File: src/rtl/bit_serial_adder_pkg.sv
// Shared types and helpers for the bit-serial adder.
package bit_serial_adder_pkg;

   typedef enum logic [1:0] {
      StIdle,
      StCalc,
      StDone
   } state_e;

   // Bit counter width; a 1-bit operand still needs one counter bit.
   function automatic int unsigned cnt_width(input int unsigned n);
      return (n > 1) ? $clog2(n) : 1;
   endfunction

endpackage

File: src/rtl/FA_rtl.sv
// Single-bit full adder reused by the bit-serial adder datapath.
module FA_rtl (
   input  logic a,
   input  logic b,
   input  logic cin,
   output logic cout,
   output logic sum
);

   assign sum  = a ^ b ^ cin;
   assign cout = (a & b) | (a & cin) | (b & cin);

endmodule

File: src/rtl/bit_serial_adder.sv
// NBITS-wide adder that runs one full adder over NBITS cycles, LSB first,
// with val/rdy handshakes on both the operand and result sides.
module bit_serial_adder
   import bit_serial_adder_pkg::*;
#(
   parameter int unsigned NBITS = 8
) (
   input  logic             clk,
   input  logic             reset,
   input  logic             in_val,
   output logic             in_rdy,
   input  logic [NBITS-1:0] in_a,
   input  logic [NBITS-1:0] in_b,
   input  logic             in_cin,
   output logic             out_val,
   input  logic             out_rdy,
   output logic [NBITS-1:0] out_sum,
   output logic             out_cout
);

   localparam int unsigned     CntW    = cnt_width(NBITS);
   localparam logic [CntW-1:0] CntLast = CntW'(NBITS - 1);

   state_e           r_state;
   state_e           w_state_next;
   logic [NBITS-1:0] r_a;
   logic [NBITS-1:0] r_b;
   logic [NBITS-1:0] r_sum;
   logic             r_carry;
   logic [CntW-1:0]  r_cnt;

   logic             w_fa_sum;
   logic             w_fa_cout;
   logic             w_fire;
   logic [NBITS-1:0] w_sum_shift;

   FA_rtl u_fa (
      .a    (r_a[0]),
      .b    (r_b[0]),
      .cin  (r_carry),
      .cout (w_fa_cout),
      .sum  (w_fa_sum)
   );

   assign in_rdy   = (r_state == StIdle) && !reset;
   assign out_val  = (r_state == StDone);
   assign out_sum  = r_sum;
   assign out_cout = r_carry;
   assign w_fire   = in_val && in_rdy;

   // New sum bit enters at the MSB so the LSB lands at bit 0 after NBITS shifts.
   always_comb begin
      w_sum_shift            = r_sum >> 1;
      w_sum_shift[NBITS-1]   = w_fa_sum;
   end

   always_comb begin
      w_state_next = r_state;
      unique case (r_state)
         StIdle:  if (w_fire) w_state_next = StCalc;
         StCalc:  if (r_cnt == CntLast) w_state_next = StDone;
         StDone:  if (out_rdy) w_state_next = StIdle;
         default: w_state_next = StIdle;
      endcase
   end

   always_ff @(posedge clk or posedge reset) begin
      if (reset) begin
         r_state <= StIdle;
         r_a     <= '0;
         r_b     <= '0;
         r_sum   <= '0;
         r_carry <= 1'b0;
         r_cnt   <= '0;
      end else begin
         r_state <= w_state_next;
         if (w_fire) begin
            r_a     <= in_a;
            r_b     <= in_b;
            r_carry <= in_cin;
            r_sum   <= '0;
            r_cnt   <= '0;
         end else if (r_state == StCalc) begin
            r_a     <= r_a >> 1;
            r_b     <= r_b >> 1;
            r_sum   <= w_sum_shift;
            r_carry <= w_fa_cout;
            r_cnt   <= r_cnt + CntW'(1);
         end
      end
   end

endmodule
File: config.mk
export PLATFORM = sky130hd
export DESIGN_NAME = bit_serial_adder
export DESIGN_NICKNAME = d
export VERILOG_FILES = /design/src/rtl/bit_serial_adder_pkg.sv /design/src/rtl/FA_rtl.sv /design/src/rtl/bit_serial_adder.sv
export SDC_FILE = /design/constraint.sdc
export NUM_CORES = 1
export LEC_CHECK = 0
export CORE_ASPECT_RATIO = 0.6
export CORE_UTILIZATION = 52
export DETAILED_ROUTE_END_ITERATION = 12
export PLACE_DENSITY = 0.83
export SLEW_MARGIN = 20
export SYNTH_ARGS = -nofsm -noshare
export SYNTH_HDL_FRONTEND = slang
export SYNTH_SLANG_ARGS = --single-unit
File: constraint.sdc
create_clock -name clk -period 2.4 [get_ports clk]
set_input_delay 0.24 -clock clk [delete_from_list [all_inputs] [get_ports clk]]
set_output_delay 0.24 -clock clk [all_outputs]
set_load 0.02 [all_outputs]
==> run summary <==
Hold Buf Count CTS - 0
R2R cell count - 4
antenna violations before repair - 0
Flop pwr share - 0.399
starting density of the core - 0.587
Post-CTS Setup Bufs - 0
Worst R2R End - out_sum[0]$_DFFE_PP0P_
first-pass GRT wire length - 4640 um
worst path cell trace - nor2b_1, clkdlybuf4s50_1
maximum buffer depth of the clock tree - 2
crit path kind - reg -> out
CTS H-Tree Depth - 2
post-synth cell types - 20
vias post-DR - 1043
Crit. End Element - output port
Slowest-stage cell, CP - clkdlybuf4s50_1
Row Count - 13
clk_lat worst skew - 270 ps
final hold vios - 0
YS warnings - 0
Max VDD drop - 0.657 mV
post-route ant nets - 0
Internal Power - 1.35 mW
RR Startpoint - r_state[1]$_DFFE_PP0P_
Hold Crit Class - in -> async
r2r setup slk - 730 ps
pin count of the biggest net entering global routing - 47
Antenna diodes - 0
pwr dens - 1200 nW/um^2
Net count, final - 191
clock slew at reported path FFs - 60 ps
die width - 67.9 um
drt first pass iters - 4
Slew @ Worst Pin - 636 ps
WP data required - 2160 ps
via/cell ratio - 5.27
max-cap viol count - 0
Post-DP HPWL - 1890 um
Max-slew headroom - 0.576
GRT overflow - 0
result of the run - finished clean
Net Count, Synth - 157
TritonCTS sink count - 30
fin. max-slew vios - 0
Leakage Power - 0.809 nW
Setup Viol. Count Final - 0
RSZ-0062 raised after global routing - no
Synth Register Bits - 30
Post-Syn Area - 1360 um^2
Sw Ratio - 0.368
syn avg cell area - 10.2 um^2
port bufs - 31
Period Utilization, post-route - 0.757
Peak Freq - 0.550 GHz
clk_skew - 5.20 ps
crit path DAT - 1580 ps
die footprint - 2820 um^2
total I/O pin count - 32
DRC viols - 0
Syn Inst Count - 133
Fill cells - 156
Die H - 41.5 um
post-cts resize count - 0
Root Buffer - clkbuf_8
final design utilization - 0.771
fin area - 1780 um^2
Net Switching - 0.785 mW
power share of the combinational group - 0.408
CP Launch Type - register
gr usage total - 0.230
CTS tree - yes
gpl congestion - 0.736
setup TNS - 0 ps
clock power share - 0.193
fin crit period - 1820 ps
crit-path max cell delay - 630 ps
sequential area share after synthesis - 0.554
WL final - 2740 um
CP max FO - 5
Wirelength per Cell - 13.8 um
CTS buffer count - 5
P&R area growth vs syn - 31.5%
share of layout cells above drive strength 1 - 0.0714
Core Area - 2310 um^2
vias in the first global route - 1040
dpl cell area - 1690 um^2
iteration-0 DRC count of the detailed router - 47
## routing by layer
metal	track usage	vias to the layer above	share of wire
li1	-	508	-
met1	0.290	516	0.47
met2	0.372	17	0.49
met3	0.0742	2	0.032
met4	0.0750	0	0.0077
met5	0	-	0
## stage by stage
step	instances	power, mW	setup slack (ps)	hold WS [ps]
after floorplan	133	1.43	1140	331
after global placement	190	1.68	681	511
after detailed placement	190	1.73	635	524
after CTS	198	2.15	582	484
after global routing	198	2.28	479	518
final	198	2.13	583	462
## cells by family (layout without fill, tap and decap cells)
family | Yosys count | after routing | synth area share
compound gates | 29 | 29 | 0.112
xor+xnor | 1 | 1 | 0.00646
fa+ha+maj | 3 | 3 | 0.0332
buf+inv | 10 | 45 | 0.0369
flops | 30 | 30 | 0.554
mux | 15 | 15 | 0.111
simple gates | 45 | 45 | 0.147
## Yosys cell counts
| cell type | count | area, um^2 |
|---|---|---|
| a21oi_1 | 10 | 50.1 |
| a22o_1 | 1 | 8.76 |
| and2b_1 | 1 | 7.51 |
| buf_2 | 7 | 35.0 |
| buf_4 | 1 | 7.51 |
| dfrtp_1 | 30 | 751 |
| fa_1 | 1 | 20.0 |
| ha_1 | 2 | 25.0 |
| inv_1 | 2 | 7.51 |
| mux2i_1 | 15 | 150 |
| nand2_1 | 39 | 146 |
| nand2b_1 | 1 | 6.26 |
| nor2_1 | 1 | 3.75 |
| nor2b_1 | 1 | 6.26 |
| nor3_1 | 1 | 5.00 |
| nor4b_4 | 1 | 23.8 |
| o21ai_0 | 13 | 65.1 |
| o21ai_1 | 4 | 20.0 |
| o21bai_1 | 1 | 7.51 |
| xnor2_1 | 1 | 8.76 |
## cell type report
| type | instances | area, um^2 | share of cell area |
|---|---|---|---|
| clock buffer | 7 | 86.3 | 0.0485 |
| clock inverter | 1 | 5.00 | 0.00281 |
| inverter | 2 | 7.51 | 0.00421 |
| multi-input combinational | 93 | 554 | 0.311 |
| sequential | 30 | 751 | 0.421 |
| tap | 30 | 37.5 | 0.0211 |
| timing repair buffer | 35 | 340 | 0.191 |
## how the worst max path moves through the flow
| stage | start | endpoint | slack [ps] |
|---|---|---|---|
| after floorplan | r_state[1]$_DFFE_PP0P_ | r_b[0]$_DFFE_PP0P_ | 1140 |
| final | r_state[1]$_DFFE_PP0P_ | out_val | 580 |
| after global placement | reset | in_rdy | 680 |
| after CTS | r_state[1]$_DFFE_PP0P_ | out_val | 580 |
| after detailed placement | reset | in_rdy | 640 |
| after global routing | r_state[1]$_DFFE_PP0P_ | in_rdy | 480 |
## power groups by stage
stage / combinational [mW] / sequential [mW] / clock, mW
5_1_grt: 0.960 / 0.874 / 0.449
3_5_place_dp: 0.875 / 0.856 / 0
3_3_place_gp: 0.836 / 0.842 / 0
4_1_cts: 0.878 / 0.849 / 0.422
6_report: 0.871 / 0.851 / 0.411
2_1_floorplan: 0.536 / 0.895 / 0
## sequential cells by signal, summed over array words and instances, names as in the netlist
signal and cells:
out_sum 8, r_a 8, r_b 8, out_cout 1, r_cnt 3, r_state 2
## critical path: cells and delay by family, from the launching register on
| family | cells | cell delay (ps) |
|---|---|---|
| buffers and inverters | 1 | 630 |
| flip-flops | 1 | 460 |
| AND/OR/NAND/NOR | 1 | 220 |
## cells in the final DEF, fill, tap and decap left out, drive strengths merged, types with 2 or more instances in the layout
cell type,synthesis,final
nand2,39,39
clkdlybuf4s50,0,31
dfrtp,30,30
o21ai,17,17
mux2i,15,15
a21oi,10,10
clkbuf,0,7
buf,8,4
inv,2,2
ha,2,2
(Power assumes the default switching activity.)
